## src/rtl/ram_bus_ctrl.sv

```systemverilog
// ram_bus_ctrl: byte-wide req/ack bridge from the CPU core to an asynchronous
// 32 KiB x 8 RAM with programmable setup / strobe / hold timing.
//
// Every output is registered from the state held during the previous cycle.
// As a result the RAM pins trail the FSM by one cycle, and ack appears
// SETUP_CYC+STROBE_CYC+HOLD_CYC+1 cycles after the accept edge.
//
// Optional feature macro: RAM_BUS_CTRL_RDCACHE_EN. When it is defined, a
// single-entry write-through read cache is added. A read hit goes straight
// to DONE.
//
// state  | meaning
// IDLE   | waiting for req; request fields latched on accept
// SETUP  | address (and write data) stable, no strobe
// STROBE | ram_r / ram_w asserted
// HOLD   | strobe released, address/data still held
// DONE   | ack pulse, rdata update

module ram_bus_ctrl #(
    parameter int ADDR_W     = 15,
    parameter int DATA_W     = 8,
    parameter int SETUP_CYC  = 1,
    parameter int STROBE_CYC = 2,
    parameter int HOLD_CYC   = 1
) (
    input  logic              clk,
    input  logic              rst,
    input  logic              req,
    input  logic              we,
    input  logic [ADDR_W-1:0] addr,
    input  logic [DATA_W-1:0] wdata,
    output logic [DATA_W-1:0] rdata,
    output logic              ack,
    output logic              busy,
    output logic [ADDR_W-1:0] ram_addr,
    output logic [DATA_W-1:0] ram_dout,
    input  logic [DATA_W-1:0] ram_din,
    output logic              ram_oe,
    output logic              ram_r,
    output logic              ram_w
);

    typedef enum logic [2:0] {
        S_IDLE   = 3'd0,
        S_SETUP  = 3'd1,
        S_STROBE = 3'd2,
        S_HOLD   = 3'd3,
        S_DONE   = 3'd4
    } state_t;

    localparam int MAX_SH  = (SETUP_CYC > HOLD_CYC) ? SETUP_CYC : HOLD_CYC;
    localparam int MAX_CYC = (MAX_SH > STROBE_CYC) ? MAX_SH : STROBE_CYC;
    localparam int CNT_W   = (MAX_CYC < 2) ? 1 : $clog2(MAX_CYC);

    // Down-counter load values: a phase ends when the counter reaches zero.
    localparam logic [CNT_W-1:0] SETUP_LD  = CNT_W'((SETUP_CYC  > 0) ? SETUP_CYC  - 1 : 0);
    localparam logic [CNT_W-1:0] STROBE_LD = CNT_W'((STROBE_CYC > 0) ? STROBE_CYC - 1 : 0);
    localparam logic [CNT_W-1:0] HOLD_LD   = CNT_W'((HOLD_CYC   > 0) ? HOLD_CYC   - 1 : 0);

    state_t              state_q, state_d;
    logic [CNT_W-1:0]    cnt_q, cnt_d;
    logic                we_q, we_d;
    logic [ADDR_W-1:0]   addr_q, addr_d;
    logic [DATA_W-1:0]   wdata_q, wdata_d;
    logic [DATA_W-1:0]   cap_q, cap_d;
    logic [DATA_W-1:0]   rdata_q, rdata_d;
    logic                ack_q, ack_d;
    logic                busy_q, busy_d;
    logic                ram_r_q, ram_r_d;
    logic                ram_w_q, ram_w_d;
    logic                ram_oe_q, ram_oe_d;
    logic                accept;
    logic                rd_hit;

    assign accept = (state_q == S_IDLE) && req;

`ifdef RAM_BUS_CTRL_RDCACHE_EN
    logic                cache_valid_q, cache_valid_d;
    logic [ADDR_W-1:0]   cache_tag_q, cache_tag_d;
    logic [DATA_W-1:0]   cache_data_q, cache_data_d;

    assign rd_hit = !we && cache_valid_q && (cache_tag_q == addr);

    // Cache fill on every completed read, write-through update on a tag match.
    always_comb begin
        cache_valid_d = cache_valid_q;
        cache_tag_d   = cache_tag_q;
        cache_data_d  = cache_data_q;
        if (state_q == S_DONE) begin
            if (!we_q) begin
                cache_valid_d = 1'b1;
                cache_tag_d   = addr_q;
                cache_data_d  = rdata_d;
            end else if (cache_valid_q && (cache_tag_q == addr_q)) begin
                cache_data_d  = wdata_q;
            end
        end
    end
`else
    assign rd_hit = 1'b0;
`endif

    // State register plus every datapath and output flop.
    always_ff @(posedge clk) begin
        if (rst) begin
            state_q  <= S_IDLE;
            cnt_q    <= '0;
            we_q     <= 1'b0;
            addr_q   <= '0;
            wdata_q  <= '0;
            cap_q    <= '0;
            rdata_q  <= '0;
            ack_q    <= 1'b0;
            busy_q   <= 1'b0;
            ram_r_q  <= 1'b0;
            ram_w_q  <= 1'b0;
            ram_oe_q <= 1'b0;
`ifdef RAM_BUS_CTRL_RDCACHE_EN
            cache_valid_q <= 1'b0;
            cache_tag_q   <= '0;
            cache_data_q  <= '0;
`endif
        end else begin
            state_q  <= state_d;
            cnt_q    <= cnt_d;
            we_q     <= we_d;
            addr_q   <= addr_d;
            wdata_q  <= wdata_d;
            cap_q    <= cap_d;
            rdata_q  <= rdata_d;
            ack_q    <= ack_d;
            busy_q   <= busy_d;
            ram_r_q  <= ram_r_d;
            ram_w_q  <= ram_w_d;
            ram_oe_q <= ram_oe_d;
`ifdef RAM_BUS_CTRL_RDCACHE_EN
            cache_valid_q <= cache_valid_d;
            cache_tag_q   <= cache_tag_d;
            cache_data_q  <= cache_data_d;
`endif
        end
    end

    // Next-state and phase timer; zero-length SETUP/HOLD are bypassed.
    always_comb begin
        state_d = state_q;
        cnt_d   = cnt_q;
        unique case (state_q)
            S_IDLE: begin
                if (req) begin
                    if (rd_hit) begin
                        state_d = S_DONE;
                    end else if (SETUP_CYC > 0) begin
                        state_d = S_SETUP;
                        cnt_d   = SETUP_LD;
                    end else begin
                        state_d = S_STROBE;
                        cnt_d   = STROBE_LD;
                    end
                end
            end
            S_SETUP: begin
                if (cnt_q == '0) begin
                    state_d = S_STROBE;
                    cnt_d   = STROBE_LD;
                end else begin
                    cnt_d = cnt_q - CNT_W'(1);
                end
            end
            S_STROBE: begin
                if (cnt_q == '0) begin
                    if (HOLD_CYC > 0) begin
                        state_d = S_HOLD;
                        cnt_d   = HOLD_LD;
                    end else begin
                        state_d = S_DONE;
                    end
                end else begin
                    cnt_d = cnt_q - CNT_W'(1);
                end
            end
            S_HOLD: begin
                if (cnt_q == '0) begin
                    state_d = S_DONE;
                end else begin
                    cnt_d = cnt_q - CNT_W'(1);
                end
            end
            S_DONE: begin
                state_d = S_IDLE;
            end
            default: begin
                state_d = S_IDLE;
            end
        endcase
    end

    // Output decode from the current state, registered on the next edge.
    always_comb begin
        ram_r_d  = (state_q == S_STROBE) && !we_q;
        ram_w_d  = (state_q == S_STROBE) && we_q;
        ram_oe_d = we_q && ((state_q == S_SETUP) || (state_q == S_STROBE) ||
                            (state_q == S_HOLD));
        ack_d    = (state_q == S_DONE);
        busy_d   = busy_q;
        if (accept) begin
            busy_d = 1'b1;
        end else if (state_q == S_DONE) begin
            busy_d = 1'b0;
        end
        rdata_d  = rdata_q;
        // With HOLD_CYC=0 the strobe is still up here, so take the bus directly.
        if ((state_q == S_DONE) && !we_q) begin
            rdata_d = ram_r_q ? ram_din : cap_q;
        end
    end

    // Request latch and read-data capture while the read strobe is up.
    always_comb begin
        we_d    = we_q;
        addr_d  = addr_q;
        wdata_d = wdata_q;
        cap_d   = cap_q;
        if (accept) begin
            we_d    = we;
            addr_d  = addr;
            wdata_d = wdata;
        end
`ifdef RAM_BUS_CTRL_RDCACHE_EN
        if (accept && rd_hit) begin
            cap_d = cache_data_q;
        end else if (ram_r_q) begin
            cap_d = ram_din;
        end
`else
        if (ram_r_q) begin
            cap_d = ram_din;
        end
`endif
    end

    assign rdata    = rdata_q;
    assign ack      = ack_q;
    assign busy     = busy_q;
    assign ram_addr = addr_q;
    assign ram_dout = wdata_q;
    assign ram_oe   = ram_oe_q;
    assign ram_r    = ram_r_q;
    assign ram_w    = ram_w_q;

endmodule

```

## config.mk

```make
export PLATFORM = sky130hd
export DESIGN_NAME = ram_bus_ctrl
export DESIGN_NICKNAME = d
export VERILOG_FILES = /design/src/rtl/ram_bus_ctrl.sv
export SDC_FILE = /design/constraint.sdc
export NUM_CORES = 1
export LEC_CHECK = 0
export CORE_ASPECT_RATIO = 0.6
export CORE_UTILIZATION = 38
export DETAILED_ROUTE_END_ITERATION = 8
export HOLD_SLACK_MARGIN = 0.06
export PLACE_DENSITY = 0.74
export SLEW_MARGIN = 20
export SYNTH_ARGS = -nofsm -noshare
export SYNTH_HDL_FRONTEND = slang
export SYNTH_SLANG_ARGS = --single-unit
```

## constraint.sdc

```tcl
create_clock -name clk -period 1.3 [get_ports clk]
set_input_delay 0.26 -clock clk [delete_from_list [all_inputs] [get_ports clk]]
set_output_delay 0.26 -clock clk [all_outputs]
set_load 0.01 [all_outputs]
```

**Word-level counts from Yosys, hierarchy flattened**

Index checks and enable logic that the tools add are counted.

- Input bits: 35
- Latch bits: 0
- Flip-flop bits (word level): 49
- ROM bits: 0
- Memories: 0
- Word-level logic and storage cells: 47
- Output and inout port bits: 36
- Bits in writable memories: 0

- Multiply operators: 0
- $lt $le $gt $ge: 0
- $add $sub $neg: 1
- Equal/unequal tests: 8
- Bitwise logic cells: 0
- Muxes and demuxes: 12
- Reduce and logical (&&, ||, !) cells: 14
- Shift-type cells: 0
- Divide/modulo/power cells: 0

Operators with widths:

| kind | number |
|---|---|
| 3-bit 2-to-1 mux | 4 |
| 3-bit one-hot mux with 4 select lines | 1 |
| 8-bit 2-to-1 mux | 1 |
| 2-bit != test, second input constant | 4 |
| 3-bit by 2-bit equality test with 1-bit output, second input constant | 2 |
| 1-bit logical AND | 5 |
| 1-bit 2-to-1 mux | 5 |
| 4-bit AND reduction | 1 |
| 3-bit by 1-bit equality test with 1-bit output, second input constant | 1 |
| 3-bit equality test, second input constant | 1 |
| 3-bit logical NOT | 1 |
| 1-bit one-hot mux with 3 select lines | 1 |
| 3-bit nonzero test | 1 |
| 1-bit logical OR | 2 |
| 2-bit AND reduction | 1 |
| 2-bit nonzero test | 1 |
| 2-bit OR reduction | 1 |
| 1-bit logical NOT | 1 |
| 1-bit subtractor, second input constant | 1 |

**Depth between registers and ports, before layout**

- Depth in word-level cells: 4
- Mapped depth: 6
- Depth with buffers taken out: 3

**Least setup slack after synthesis**

OpenSTA, ideal clock, no wires.

- Path kind: flip-flop to flip-flop
- Start: reg state_q[2]
- End: reg addr_q[10] (netlist: ram_addr[10])
- Clock period less this slack: 1.441 ns
- Arrival: 1.307 ns
- Library setup time: 0.134 ns
- Path slack: -0.141 ns
- Cell stages (with the launch flop): 7
- Data required time: 1.166 ns
- Path buffers: 3
- Path through: dfxtp_1 > buf_6 > or4b_4 > buf_6 > buf_8 > nand2_1 > a21oi_1

- Longest elaborated chain between the ends: 2

Ends and longest elaborated chain:

| element | line | RTL |
|---|---|---|
| start: declaration | 60 | `state_t state_q, state_d;` |
| start signal: assignment | 124 | `state_q <= state_d;` |
| 3-bit logical NOT | 75 | `assign accept = (state_q == S_IDLE) && req;` |
| 1-bit logical AND | 75 |  |
| end signal: assignment | 127 | `addr_q <= addr_d;` |
| end: declaration | 63 | `logic [ADDR_W-1:0] addr_q, addr_d;` |

No other way between the ends.
A chain may end at the register's enable or synchronous reset.

**Final worst setup path**

- Start: reg state_q[2]
- End: reg addr_q[4] (netlist: ram_addr[4])

Same word-level chain as after synthesis.

==> reports/results.ini <==
[worst_setup_path]
critPathMaxFanout = 6
reg2reg_to = ram_addr[4]$_SDFFE_PP0P_
setup.worst_path.end_class = flip-flop
critPathSlowestCell = or4b_4
reg2reg_from = state_q[2]$_SDFFE_PP0P_
endpoint = ram_addr[4]$_SDFFE_PP0P_
r2r_cells = 4
worstSetupPathType = flip-flop to flip-flop
worst_ep_required_time_ps = 1480
critical_path.startpoint = state_q[2]$_SDFFE_PP0P_
path_cells = buf_4 > or4b_4 > nand2_1 > a21oi_2
regToRegSetupSlack_ps = -40
worstPathArrival_ps = 1520
max_stage_delay_ps = 550
critPathLaunchType = flip-flop

[run_status]
status = finished with violations
violations = setup timing

[sta]
hold_viol = 0
max_slew_margin_pct = 76.74
whs_ps = 293.4
period_share_pct = 103.0
drv_slew = 0
setup_ws_ps = -39.56
min_period_ps = 1340
rsz0062_at_grt = yes
skew_ps = 2.489
max_freq_mhz = 746.5
finalSetupViolCount = 28
tightest_slew_ps = 347.5

[die]
core_area_um2 = 4324
die_w_um = 90.80
initial_core_util_pct = 41.58
row_count = 18
dieArea_um2 = 5019
die_h_um = 55.28
io_pins = 71

[placement]
placed_cells = 319
place_ws_ps = -396.7
io_buffers = 70
place_congestion = 0.6784
dp_hpwl_um = 2810

[synthesis]
synth_top_cell_by_area = dfxtp_1
avgSynthCellArea_um2 = 9.364
ys.flop_type = dfxtp_1
async_reset_ff_share_pct = 0
synthCells = 192
yosys-top-cells-count = dfxtp_1 (49), nand2_1 (49), a21oi_1 (25), nor2_1 (20), mux2i_1 (8)
ys_warn_count = 0
netlist_area_um2 = 1798
netlist.area_leader.share_pct = 54.56
yosys-top-cells-area = dfxtp_1 (55%), nand2_1 (10%), a21oi_1 (7.0%), mux2i_1 (4.5%), nor2_1 (4.2%)
synth-seq-area-share_pct = 54.56
synthDistinctLibCells = 25
synth_edf_count = 0
syn_nets = 227
ys_seq_elements = 49

[job]
cap_violations = 0

[route]
wl_per_cell_um = 13.95
dr_total_vias = 1644
final_antenna_net_count = 0
first_pass_iters = 4
wl_um = 4756
drc = 0
via_per_inst = 4.821
detail_route.iter0.violations = 53

[global_route]
grt_util_met3_pct = 6.474
grt_pass1_vias = 1497
met1_usage_pct = 25.77
grt_use_total_pct = 18.33
antenna_found_initial = 0
overflow = 0
busiest_layer = met2
gr-usage-met2_pct = 26.30
grt_pass1_wl_um = 7224
grt_max_degree = 22

[final_layout]
fin_util_pct = 66.90
stdcell_count = 341
multi_input_area_um2 = 829.5
num_antenna_cells = 0
ff_latch_area_um2 = 989.7
num-fill-cells = 380
drive_above_1_share_pct = 25.27
syn_to_final_growth_pct = 60.89
nets = 316

[min_path]
hp-start = rst
min-delay-path-class = input pin to flip-flop

[pwr]
power.density_nw_per_um2 = 1297
vdd_ir_drop_max_uv = 616.3
power_leakage_nw = 1.226

[cts]
ctsHtreeMaxLevel = 2
cts_sinks = 49
clk_latency_ps = 290
numCtsBuffers = 5
clockRootBuffer = clkbuf_8
ctsHoldBuffers = 0
clk_pin_slew_ps = 80
cts_tree = built
clk_path_buf_depth = 2

stage by stage:
stage          area [um^2]  TNS, ps  power (mW)
3_5_place_dp          2561    -9094       2.715
3_3_place_gp          2561    -9409       2.701
4_1_cts               2723   -425.5       3.668
2_1_floorplan         1807    -1751       2.341
5_1_grt               2893    -2284       3.956
6_report              2893   -528.3       3.753
final cells by class:
cell class                      count  area share, %
Multi-Input combinational cell    130          28.68
Sequential cell                    49          34.21
Timing Repair Buffer               95          31.53
Clock buffer                        7          2.984
Tap cell                           60          2.595
metal layers:
metal / wire length [um] / share of wire (%)
met1: 2362 / 50
met2: 2039 / 43
met3: 311 / 6.5
met4: 43 / 0.90
met5: 0 / 0
kinds of logic (layout without fill, tap and decap cells):
logic type	after synthesis	count (layout)	synth area share, %
AO/OA/AOI/OAI	37	37	12.53
XOR/XNOR	1	1	0.4872
buffers and inverters	15	102	6.263
flip-flops	49	49	54.56
multiplexers	8	8	4.454
AND/OR/NAND/NOR	82	84	21.71
sequential cells by signal (all words and copies together), names as in the netlist, 3 cells and up:
name and flops:
rdata 8, cap_q 8, state_q 3, ram_dout 8, ram_addr 15
worst min path at each step:
stage	end	slack (ps)	cells after the start
after global placement	ram_addr[4]$_SDFFE_PP0P_	440	2
after floorplan	ram_addr[6]$_SDFFE_PP0P_	400	2
after global routing	rdata[1]$_SDFFE_PP0P_	300	2
final	cap_q[5]$_SDFF_PP0_	290	2
after detailed placement	ram_addr[0]$_SDFFE_PP0P_	450	2
after CTS	rdata[1]$_SDFFE_PP0P_	270	2
cells in the final DEF (no fill, tap or decap), types with 2 or more instances in the layout:
| master | n |
|---|---|
| dfxtp_1 | 46 |
| nand2_1 | 42 |
| dlygate4sd2_1 | 37 |
| clkdlybuf4s50_1 | 32 |
| nor2_1 | 16 |
| a21oi_1 | 13 |
| a21oi_2 | 13 |
| buf_4 | 12 |
| buf_6 | 10 |
| mux2i_1 | 8 |
| nand2_2 | 8 |
| a211oi_2 | 6 |
| clkbuf_8 | 6 |
| nor3_1 | 3 |
| or4b_4 | 3 |
| a211oi_1 | 3 |
| nor2_2 | 3 |
| nor4b_4 | 2 |
| dfxtp_4 | 2 |
critical path: cells and delay by family (launching register included):
kind	cells	cell delay, ps
compound gates	1	50
buf+inv	1	150
simple gates	2	670
flops	1	360
report_power, final:
part           leakage (nW)  switching [mW]  internal (mW)
logic                 0.781           0.560          0.563
clock network        0.0443           0.463          0.423
registers             0.401          0.0893           1.65
total                  1.23            1.11           2.64
what timing repair did:
item                       4_1_cts  5_1_grt
pin swaps                        1       16
gates resized for setup         52       32
hold endpoints to repair         0        0
gates cloned                     3        1
buffers inserted                 7        4
setup endpoints to repair       61       34
Note: power is estimated with default switching activity, not from simulation.
